<file path="src/rtl/mig_seq.sv">
// mig_seq: sequential majority-inverter graph evaluator.
// One shared 3-input majority unit is stepped through up to NODES configured nodes
// for each of the 128 input vectors, building the full truth table of the output node.
module mig_seq #(
    parameter int unsigned NODES = 8
) (
    input  logic         clk,
    input  logic         rst_n,
    input  logic         cfg_we,
    input  logic [2:0]   cfg_addr,
    input  logic [14:0]  cfg_data,
    input  logic [2:0]   last_node,
    input  logic         start,
    output logic         busy,
    output logic         done,
    output logic [127:0] tt,
    output logic [7:0]   ones
);

    typedef enum logic [1:0] {StIdle, StEval, StDone} state_e;

    state_e            state_q, state_d;
    logic [14:0]       cfg_q [NODES];
    logic [2:0]        last_q;
    logic [6:0]        v_q;
    logic [2:0]        n_q;
    logic [NODES-1:0]  w_q;
    logic [127:0]      tt_q;
    logic [7:0]        ones_q;

    logic [14:0]       entry;
    logic              op_a, op_b, op_c;
    logic              result;
    logic              last_step;

    // Operand field {comp, sel}: sel 0 is constant 0, 1..7 pick x0..x6, 8..15 pick w0..w7.
    function automatic logic operand(input logic [4:0] f, input logic [6:0] x,
                                     input logic [7:0] w);
        logic       val;
        logic [2:0] idx;
        idx = f[2:0] - 3'd1;
        if (f[3]) begin
            val = w[f[2:0]];
        end else if (f[2:0] == 3'd0) begin
            val = 1'b0;
        end else begin
            val = x[idx];
        end
        return val ^ f[4];
    endfunction

    // Evaluate node n for the current vector with the shared majority unit.
    // Unwritten w slots are still cleared, so forward references read 0.
    always_comb begin
        entry     = cfg_q[n_q];
        op_a      = operand(entry[4:0], v_q, w_q);
        op_b      = operand(entry[9:5], v_q, w_q);
        op_c      = operand(entry[14:10], v_q, w_q);
        result    = (op_a & op_b) | (op_a & op_c) | (op_b & op_c);
        last_step = (n_q == last_q);
    end

    // State register.
    always_ff @(posedge clk) begin
        if (!rst_n) begin
            state_q <= StIdle;
        end else begin
            state_q <= state_d;
        end
    end

    // Next-state logic; start is only honoured in IDLE.
    always_comb begin
        state_d = state_q;
        unique case (state_q)
            StIdle: if (start) state_d = StEval;
            StEval: if (last_step && (v_q == 7'd127)) state_d = StDone;
            StDone: state_d = StIdle;
            default: state_d = StIdle;
        endcase
    end

    // Status outputs decoded directly from the state.
    always_comb begin
        busy = (state_q == StEval);
        done = (state_q == StDone);
    end

    // Configuration table; writes are locked out during a sweep.
    always_ff @(posedge clk) begin
        if (!rst_n) begin
            for (int i = 0; i < int'(NODES); i++) cfg_q[i] <= '0;
        end else if (cfg_we && (state_q != StEval)) begin
            cfg_q[cfg_addr] <= cfg_data;
        end
    end

    // Sweep datapath: node stepping, vector stepping and result accumulation.
    always_ff @(posedge clk) begin
        if (!rst_n) begin
            last_q <= '0;
            v_q    <= '0;
            n_q    <= '0;
            w_q    <= '0;
            tt_q   <= '0;
            ones_q <= '0;
        end else begin
            case (state_q)
                StIdle: begin
                    if (start) begin
                        last_q <= last_node;
                        v_q    <= '0;
                        n_q    <= '0;
                        w_q    <= '0;
                        tt_q   <= '0;
                        ones_q <= '0;
                    end
                end
                StEval: begin
                    if (last_step) begin
                        tt_q[v_q] <= result;
                        // At most 128 increments, so 8 bits never wrap.
                        ones_q    <= ones_q + {7'd0, result};
                        w_q       <= '0;
                        n_q       <= '0;
                        if (v_q != 7'd127) v_q <= v_q + 7'd1;
                    end else begin
                        w_q[n_q] <= result;
                        n_q      <= n_q + 3'd1;
                    end
                end
                default: ;
            endcase
        end
    end

    assign tt   = tt_q;
    assign ones = ones_q;

endmodule

</file>
<file path="config.mk">
export PLATFORM = sky130hd
export DESIGN_NAME = mig_seq
export DESIGN_NICKNAME = d
export VERILOG_FILES = /design/src/rtl/mig_seq.sv
export SDC_FILE = /design/constraint.sdc
export NUM_CORES = 1
export LEC_CHECK = 0
export ABC_AREA = 0
export CAP_MARGIN = 20
export CORE_MARGIN = 8
export CORE_UTILIZATION = 50
export CTS_CLUSTER_SIZE = 28
export DETAILED_ROUTE_END_ITERATION = 10
export HOLD_SLACK_MARGIN = 0.03
export PLACE_DENSITY = 0.76
export SLEW_MARGIN = 30
export SYNTH_ARGS = -nofsm -noshare
export SYNTH_HDL_FRONTEND = slang
export SYNTH_SLANG_ARGS = --single-unit
</file>
<file path="constraint.sdc">
create_clock -name clk -period 4.6 [get_ports clk]
set_input_delay 1.38 -clock clk [delete_from_list [all_inputs] [get_ports clk]]
set_output_delay 1.38 -clock clk [all_outputs]
set_load 0.01 [all_outputs]
</file>
==> qor.yml, run 1 <==
viasPerCell: 5.844
antenna_found_initial: 0
post-route-period-util_pct: 93.96
critPathKind: "reg2reg"
p_leak_uw: 0.005408
place_congestion: 0.8648
start_util_pct: 50.82
totalWireLength_um: 36200
crit_chain: "buf_4 > mux2i_1 > mux4_2 > ha_1 > mux2i_1 > mux4_2 > nor3b_1 > nor4_2 > xnor2_2 > o21ai_4 > o21ai_1 > inv_1 > ha_1 > ha_1 > and3_1 > nand2_1 > xor2_1 > nor2_1"
antenna_cells: 0
netlist_area_sq_mm: 0.01276
fillCellCount: 2025
synth.distinct_cells: 59
nets: 1462
first_pass_iters: 5
cp_data_arrival_time_ns: 4.74
clkLatencyLatePin_ns: 0.55
grt_setup_unrepaired: "false"
hold_viol: 0
ys_seq_area_share_pct: 53.66
final-max-slew-violation-count: 0
setup_tns_ns: 0
synth_top_flop_cell: "dfxtp_1"
crit_required_ns: 5.02
power.density_mw_per_mm2: 346.6
boundaryPins: 163
max_stage_delay_ns: 0.58
hold_class: "reg2reg"
drive_gt1_share_pct: 10.48
power_uw: 5542
cp_max_fo: 7
die_y_um: 175.8
hold_buffers: 0
peakVddDrop_mv: 0.3254
htree_levels: 1
clk_path_buf_depth: 3
cts.sinks: 282
cts.clk_slew.worst_paths_ns: 0.06
cts_root_buf: "clkbuf_16"
avgRoutedWirePerCell_um: 20.34
syn_to_final_growth_pct: 25.33
slew_headroom_pct: 34.04
final_cell_mix: "clkdlybuf4s50_1 (162), dfxtp_1 (160), nand2_1 (156)"
status: "finished clean"
synth_nets: 1299
tritoncts: "done"
dp_hpwl_um: 24860
dieArea_sq_mm: 0.03089
worstSetupEndpointType: "flip-flop"
ant_nets: 0
grt_pass1_wl_um: 57190
placementRows: 58
ys_warn_count: 0
crit_slowest_cell: "mux4_2"
clock.fmax_mhz: 231.4
core_sq_mm: 0.02511
layout_commonest_cell: "clkdlybuf4s50_1"
syn_avg_cell_area_sq_um: 10.09
synth-edff-count: 120
grt_pass1_vias: 10139
synth_async_sr_flop_share_pct: 0
grt-ovfl-total: 0
track_usage_pct: 22.94
vias: 10403
setup_viol: 0
startpoint_type: "flip-flop"
port_buffers: 162
cts_buffers: 30
period_minus_slack_ns: 4.322
dr.first_iter.drc_count: 1145
ys_ff_latch: 282
tightest_slew_ns: 0.9883
synthCells: 1264
drv_cap: 0
grt_max_degree: 74
route.detailed.drc: 0
cp_common_cell: "ha_1"
die_w_um: 175.8
fin_worst_skew_ns: 0.02864
-- sequential cells by signal (all words and copies together), names as in the netlist, named ones only --
signal   flops
n_q          3
tt         128
ones         8
cfg_q      120
v_q          7
w_q          8
last_q       3
state_q      2
-- where the power goes --
group / internal, uW / total [uW] / leakage (uW) / switching [uW]
sequential: 2660 / 2690 / 0.00254 / 26.1
combinational: 153 / 420 / 0.00237 / 267
clock: 1460 / 2440 / 0.000493 / 973
total: 4280 / 5540 / 0.00541 / 1270
-- worst max-delay path, delay by kind of cell, from the launching register on --
kind / cells / cell delay (ns)
simple gates: 5 / 0.62
xor+xnor: 2 / 0.42
fa+ha+maj: 3 / 0.82
flops: 1 / 0.41
buf+inv: 2 / 0.26
compound gates: 2 / 0.29
mux: 4 / 1.35
-- what timing repair did --
item	4_1_cts	5_1_grt
setup endpoints to repair	2	20
resized for setup	1	7
buffers inserted	0	0
-- stage by stage --
step | setup WS [ns] | util, % | hold slack [ns] | cells | cell area, sq um
finish | 0.2781 | 63.69 | 0.4540 | 1780 | 15990
global route | 0.01576 | 63.69 | 0.4722 | 1780 | 15990
CTS | 0.05957 | 63.49 | 0.4584 | 1779 | 15940
detailed placement | 0.02199 | 59.46 | 0.4503 | 1724 | 14930
global placement | 0.1179 | 59.44 | 0.4424 | 1724 | 14920
floorplan | 0.2473 | - | 0.4488 | 1264 | 12760
-- synthesized netlist by cell type (all sizes together), types with 9 or more instances --
library cell    n  share of area [%]
nand2b         13               0.64
nor2           61                1.8
and2          122                6.0
edfxtp        120                 28
o21ai         147                5.8
a21oi          27                1.1
dfxtp         162                 25
nand3         124                4.9
a22oi           9               0.53
nor3           24                1.0
mux2           13                1.1
buf            20               0.92
o31ai          10               0.59
nand2         156                4.6
inv             9               0.26
o22ai          21                1.0
clkbuf         61                1.8
mux2i          53                4.2
mux4           23                4.1
ha             10               0.98
-- cell families (layout without fill, tap and decap cells) --
kind of cell	after synthesis	in the layout	share of synthesized area, %
and+or+nand+nor	535	535	20.85
DFF	282	282	53.66
AOI/OAI and AO/OA	244	244	11.21
buffers and inverters	90	276	2.981
muxes	89	89	9.365
xor gates and xnor gates	14	14	0.9610
adders and majority gates	10	10	0.9806
-- routing by layer --
layer	up-vias	part of all wire, %	GRT usage (%)
met4	0	3.8	9.396
met1	4967	40	28.63
met2	437	49	38.67
li1	4915	-	-
met5	-	0	0
met3	84	7.3	4.144
-- final cells by class --
type	count	area, sq um	share of cell area [%]
Tap cell	330	412.9	2.582
Inverter	9	33.78	0.2113
Timing Repair Buffer	212	2067	12.93
Clock buffer	41	853.3	5.336
Multi-Input combinational cell	892	5619	35.14
Clock inverter	14	156.4	0.9780
Sequential cell	282	6849	42.83
-- final timing paths --
path / startpoint / to / slack [ns] / cells past startpoint
min reg2reg: tt[120]$_SDFFE_PN0P_ / tt[120]$_SDFFE_PN0P_ / 0.45 / 2
max reg2reg: flip-flop / ones[4]$_SDFFE_PN0P_ / 0.28 / 18
min: tt[120]$_SDFFE_PN0P_ / tt[120]$_SDFFE_PN0P_ / 0.45 / 2
max: flip-flop / ones[4]$_SDFFE_PN0P_ / 0.28 / 18
Power figures use the tool's default switching activity.
==> run 2, diff against run 1 <==
Settings changed: CORE_ASPECT_RATIO set to 2.
==> qor.yml, run 2 (same netlist as run 1, synthesis figures left out) <==
status: "finished clean"  # unchanged
avgRoutedWirePerCell_um: 21.03  # was 20.34 um
final-max-slew-violation-count: 0  # unchanged
critPathKind: "reg2reg"  # unchanged
first_pass_iters: 5  # unchanged
placedCellCount: 1735  # was 1724
post-route-period-util_pct: 94.11  # was 93.96%
period_minus_slack_ns: 4.329  # was 4.322 ns
grt_pass1_vias: 10530  # was 10139
antenna_found_initial: 0  # unchanged
top_usage_layer: "met2"  # unchanged
drv_cap: 0  # unchanged
totalWireLength_um: 37500  # was 36200 um
dp_hpwl_um: 25640  # was 24860 um
die_w_um: 129.0  # was 175.8 um
clk_path_buf_depth: 3  # unchanged
start_util_pct: 50.36  # was 50.82%
core_sq_mm: 0.02534  # was 0.02511 sq mm
place_congestion: 0.9137  # was 0.8648
vias: 10545  # was 10403
met3_usage_pct: 3.880  # was 4.144%
grt_setup_unrepaired: "false"  # unchanged
grt_max_degree: 79  # was 74
route.detailed.drc: 0  # unchanged
drive_gt1_share_pct: 10.46  # was 10.48%
cts.clk_slew.worst_paths_ns: 0.07  # was 0.06 ns
hold_class: "reg2reg"  # unchanged
grt-ovfl-total: 0  # unchanged
slew_headroom_pct: 31.59  # was 34.04%
worstSetupEndpointType: "flip-flop"  # unchanged
hold_viol: 0  # unchanged
layout_commonest_cell: "clkdlybuf4s50_1"  # unchanged
tightest_slew_ns: 1.026  # was 0.9883 ns
cts_buffers: 25  # was 30
port_buffers: 162  # unchanged
track_usage_pct: 23.75  # was 22.94%
largest_reg_flops: 128  # unchanged
crit_required_ns: 5.01  # was 5.02 ns
antenna_cells: 0  # unchanged
nets: 1459  # was 1462
cp_data_arrival_time_ns: 4.74  # about the same
fin_worst_skew_ns: 0.01363  # was 0.02864 ns
clock.fmax_mhz: 231.0  # was 231.4 MHz
boundaryPins: 163  # unchanged
cts.sinks: 282  # unchanged
use_met1_pct: 29.60  # was 28.63%
htree_levels: 1  # unchanged
setup_tns_ns: 0  # unchanged
placementRows: 83  # was 58
dr.first_iter.drc_count: 800  # was 1145
syn_to_final_growth_pct: 24.14  # was 25.33%
power.density_mw_per_mm2: 337.2  # was 346.6 mW/mm^2
grt_pass1_wl_um: 58620  # was 57190 um
dieArea_sq_mm: 0.03120  # was 0.03089 sq mm
grt_use_met2_pct: 39.45  # was 38.67%
peakVddDrop_mv: 0.2797  # was 0.3254 mV
fin_cells: 1783  # was 1780
dp_slack_ns: 0.009753  # was 0.02199 ns
setup_viol: 0  # unchanged
viasPerCell: 5.914  # was 5.844
final_cell_mix: "clkdlybuf4s50_1 (162), dfxtp_1 (160), nand2_1 (156)"  # unchanged
setup_ws_ns: 0.2711  # was 0.2781 ns
startpoint_type: "flip-flop"  # unchanged
tritoncts: "done"  # unchanged
clkLatencyLatePin_ns: 0.55  # about the same
cp_max_fo: 28  # was 7
cts_root_buf: "clkbuf_16"  # unchanged
ant_nets: 0  # unchanged
p_leak_uw: 0.005354  # was 0.005408 uW
die_y_um: 241.9  # was 175.8 um
[run 2: changes by cell type in the layout (fill, tap and decap cells not counted), sizes merged]
cell    before  now
clkinv       9    6
inv         10   11
buf         50   52
clkbuf      41   33
bufinv       3    4
[run 2: metrics by stage]
step | cell area (sq um) | util [%] | hold slack [ns] | total power [uW]
floorplan | 12760 | - | 0.4488 | 2993
global placement | 14930 | 58.93 | 0.4435 | 3135
detailed placement | 14930 | 58.94 | 0.4508 | 3152
CTS | 15810 | 62.38 | 0.4595 | 5347
global route | 15840 | 62.51 | 0.4758 | 5483
finish | 15840 | 62.51 | 0.4580 | 5341
[run 2: path summary, 6_finish.rpt]
check / startpoint / endpoint / slack, ns / cells after the start
setup / recovery: flip-flop / ones[6]$_SDFFE_PN0P_ / 0.27 / 18
hold reg to reg: tt[107]$_SDFFE_PN0P_ / tt[107]$_SDFFE_PN0P_ / 0.46 / 2
setup reg to reg: flip-flop / ones[6]$_SDFFE_PN0P_ / 0.27 / 18
hold / removal: tt[107]$_SDFFE_PN0P_ / tt[107]$_SDFFE_PN0P_ / 0.46 / 2
[run 2: power breakdown]
part | internal, uW | total, uW | switching, uW
clock network | 1290 | 2240 | 940
registers | 2660 | 2680 | 28.1
logic | 154 | 421 | 267
[run 2: worst max-delay path, cell delays in order (launching register included)]
cell     delay [ns]
dfxtp_2        0.43
buf_12         0.24
mux2i_1        0.10
mux4_2         0.55
ha_1           0.41
mux2i_1        0.16
mux4_2         0.50
nor3b_1        0.29
nor4_2         0.11
xnor2_2        0.23
nor3_4         0.06
o21ai_1        0.20
inv_1          0.08
ha_1           0.20
ha_1           0.19
and3_1         0.17
nand2_1        0.08
xor2_1         0.14
nor2_1         0.05
[run 2: cell type report]
class / instances / area [sq um]
Timing Repair Buffer: 214 / 2062
Tap cell: 340 / 425.4
Sequential cell: 282 / 6852
Fill cell: 2064 / 9499
Clock buffer: 33 / 695.7
Clock inverter: 13 / 175.2
Inverter: 9 / 33.78
Multi-Input combinational cell: 892 / 5597
[run 2: repair_timing]
item / CTS / global route
setup endpoints to repair: 2 / 3
cloned: 0 / 0
pin swaps: 0 / 1
resized for setup: 1 / 3
setup buffers: 0 / 2
hold buffers: 0 / 0
[run 2: metal layers]
metal / vias to the layer above / part of all wire (%)
li1: 4894 / -
met1: 5094 / 39
met2: 459 / 50
met3: 98 / 7.2
met4: 0 / 3.9
met5: - / 0
==> run 3, diff against run 2 <==
Settings changed: RECOVER_POWER set to 25.
==> qor.yml, run 3 (same netlist as run 1, synthesis figures left out) <==
boundaryPins: 163  # unchanged
rrSetupSlack_ns: 0.26  # was 0.27 ns
cts_buffers: 25  # unchanged
placementRows: 83  # unchanged
cts.sinks: 282  # unchanged
hold_class: "reg2reg"  # unchanged
period_minus_slack_ns: 4.345  # was 4.329 ns
clkLatencyLatePin_ns: 0.55  # about the same
m1WireLength_um: 14850  # was 14710 um
seq_power_share_pct: 50.3  # about the same
hold_viol: 0  # unchanged
max_stage_delay_ns: 0.55  # about the same
cts_root_buf: "clkbuf_16"  # unchanged
tightest_slew_ns: 1.277  # was 1.026 ns
r2r-end: "ones[6]$_SDFFE_PN0P_"  # unchanged
crit_slowest_cell: "mux4_2"  # unchanged
dp_hpwl_um: 25640  # unchanged
syn_to_final_growth_pct: 23.82  # was 24.14%
totalWireLength_um: 37730  # was 37500 um
status: "finished clean"  # unchanged
grt-ovfl-total: 0  # unchanged
cp_common_cell: "ha_1"  # unchanged
worstRegToRegCells: 18  # unchanged
power.density_mw_per_mm2: 338.0  # was 337.2 mW/mm^2
ant_nets: 0  # unchanged
slew_headroom_pct: 14.86  # was 31.59%
die_y_um: 241.9  # unchanged
wl_met3_um: 2720  # was 2705 um
vias: 10589  # was 10545
core_sq_mm: 0.02534  # unchanged
antenna_found_initial: 0  # unchanged
startpoint_type: "flip-flop"  # unchanged
grt_pass1_vias: 10530  # unchanged
htree_levels: 1  # unchanged
fin_cells: 1783  # unchanged
setup_viol: 0  # unchanged
crit_buf_inv: 2  # unchanged
largest_reg_flops: 128  # unchanged
track_usage_pct: 23.75  # unchanged
clock.fmax_mhz: 230.2  # was 231.0 MHz
power_frac_clock_pct: 41.9  # was 41.8%
layout_commonest_cell: "clkdlybuf4s50_1"  # unchanged
p_int_uw: 4103  # was 4105 uW
antenna_cells: 0  # unchanged
crit_required_ns: 5.01  # about the same
start_util_pct: 50.36  # unchanged
clk_path_buf_depth: 3  # unchanged
first_pass_iters: 5  # unchanged
nets: 1459  # unchanged
highest_layer: "met4"  # unchanged
power_frac_comb_pct: 7.8  # was 7.9%
avgRoutedWirePerCell_um: 21.16  # was 21.03 um
power_switching_uw: 1238  # was 1236 uW
post-route-period-util_pct: 94.45  # was 94.11%
drv_cap: 0  # unchanged
dr.first_iter.drc_count: 781  # was 800
swShare_pct: 23.18  # was 23.13%
drive_gt1_share_pct: 9.633  # was 10.46%
cp_max_fo: 28  # unchanged
setup_tns_ns: 0  # unchanged
fillCellCount: 2079  # was 2064
port_buffers: 162  # unchanged
route.detailed.drc: 0  # unchanged
cp_data_arrival_time_ns: 4.75  # was 4.74 ns
dieArea_sq_mm: 0.03120  # unchanged
final_util_pct: 62.35  # was 62.51%
placedCellCount: 1735  # unchanged
final-max-slew-violation-count: 0  # unchanged
worstSetupEndpointType: "flip-flop"  # unchanged
whs_path_depth: 2  # unchanged
grt_setup_unrepaired: "false"  # unchanged
crit_chain: "buf_12 > mux2i_1 > mux4_2 > ha_1 > mux2i_1 > mux4_2 > nor3b_1 > nor4_2 > xnor2_2 > nor3_4 > o21ai_1 > inv_1 > ha_1 > ha_1 > and3_1 > nand2_1 > xor2_1 > nor2_1"  # unchanged
peakVddDrop_mv: 0.2797  # about the same
final_cell_mix: "clkdlybuf4s50_1 (161), dfxtp_1 (160), nand2_1 (156)"  # was clkdlybuf4s50_1 (162), dfxtp_1 (160), nand2_1 (156)
tritoncts: "done"  # unchanged
hp-start: "tt[102]$_SDFFE_PN0P_"  # was tt[107]$_SDFFE_PN0P_
dr_wl_met2_um: 18770  # was 18610 um
grt_pass1_wl_um: 58620  # unchanged
place_congestion: 0.9137  # unchanged
viasPerCell: 5.939  # was 5.914
holdPathEnd: "tt[102]$_SDFFE_PN0P_"  # was tt[107]$_SDFFE_PN0P_
fin_worst_skew_ns: 0.01385  # was 0.01363 ns
p_leak_uw: 0.005269  # was 0.005354 uW
grt_max_degree: 79  # unchanged
cts.clk_slew.worst_paths_ns: 0.07  # about the same
cpLargestDelayFamily: "multiplexers"  # unchanged
critPathKind: "reg2reg"  # unchanged
die_w_um: 129.0  # unchanged
[run 3: changes by cell type in the layout (fill, tap and decap cells not counted)]
cell / change
clkbuf_1: +11
inv_2: -1
clkdlybuf4s50_1: -1
and2_0: +42
o21ai_1: -3
buf_4: -11
and2_1: -42
o21ai_0: +3
inv_1: +1
dlygate4sd3_1: +1
[run 3: power by group through the flow]
stage                     Clock (uW)  Combinational, uW  Sequential, uW
after floorplan                    0                266            2730
after global placement             0                397            2740
after detailed placement           0                411            2740
after CTS                       2250                413            2690
after global routing            2340                451            2690
final                           2240                418            2690
[run 3: area by class of cell]
| type | count | area (sq um) | area share (%) |
|---|---|---|---|
| Sequential cell | 282 | 6852 | 43.37 |
| Multi-Input combinational cell | 892 | 5597 | 35.42 |
| Timing Repair Buffer | 214 | 2021 | 12.79 |
| Clock buffer | 33 | 695.7 | 4.403 |
| Tap cell | 340 | 425.4 | 2.693 |
| Clock inverter | 13 | 175.2 | 1.109 |
| Inverter | 9 | 33.78 | 0.2138 |
[run 3: worst max-delay path by stage]
stage                    from                    to  slack [ns]  depth (start not counted)
floorplan           flip-flop  ones[4]$_SDFFE_PN0P_        0.25                         20
global placement    flip-flop  ones[6]$_SDFFE_PN0P_        0.20                         18
detailed placement  flip-flop  ones[4]$_SDFFE_PN0P_        0.01                         18
CTS                 flip-flop  ones[4]$_SDFFE_PN0P_        0.10                         18
global route        flip-flop  ones[4]$_SDFFE_PN0P_        0.04                         18
finish              flip-flop  ones[6]$_SDFFE_PN0P_        0.26                         18
[run 3: stage by stage]
stage	hold slack, ns	setup slack (ns)	total power, uW	instance area, sq um
3_3_place_gp	0.4435	0.2018	3135	14930
5_1_grt	0.4758	0.03891	5480	15800
6_report	0.4579	0.2554	5341	15800
3_5_place_dp	0.4508	0.009753	3152	14930
2_1_floorplan	0.4488	0.2473	2993	12760
4_1_cts	0.4595	0.1037	5347	15810
[run 3: routing by layer]
metal / vias up / track usage [%]
met5: - / 0
met3: 84 / 3.880
li1: 4900 / -
met4: 0 / 10.23
met1: 5148 / 29.60
met2: 457 / 39.45
[run 3: tightest hold or removal path, stage by stage, from the launching register on]
cell and delay [ns]:
dfxtp_1 0.31, nand3_1 0.06, o21ai_1 0.05
[run 3: timing repair]
item | 4_1_cts | 5_1_grt
gates cloned | 0 | 0
pin swaps | 0 | 1
buffers inserted | 0 | 2
hold buffers | 0 | 0
gates resized for setup | 1 | 3
endpoints found under the setup margin | 2 | 3
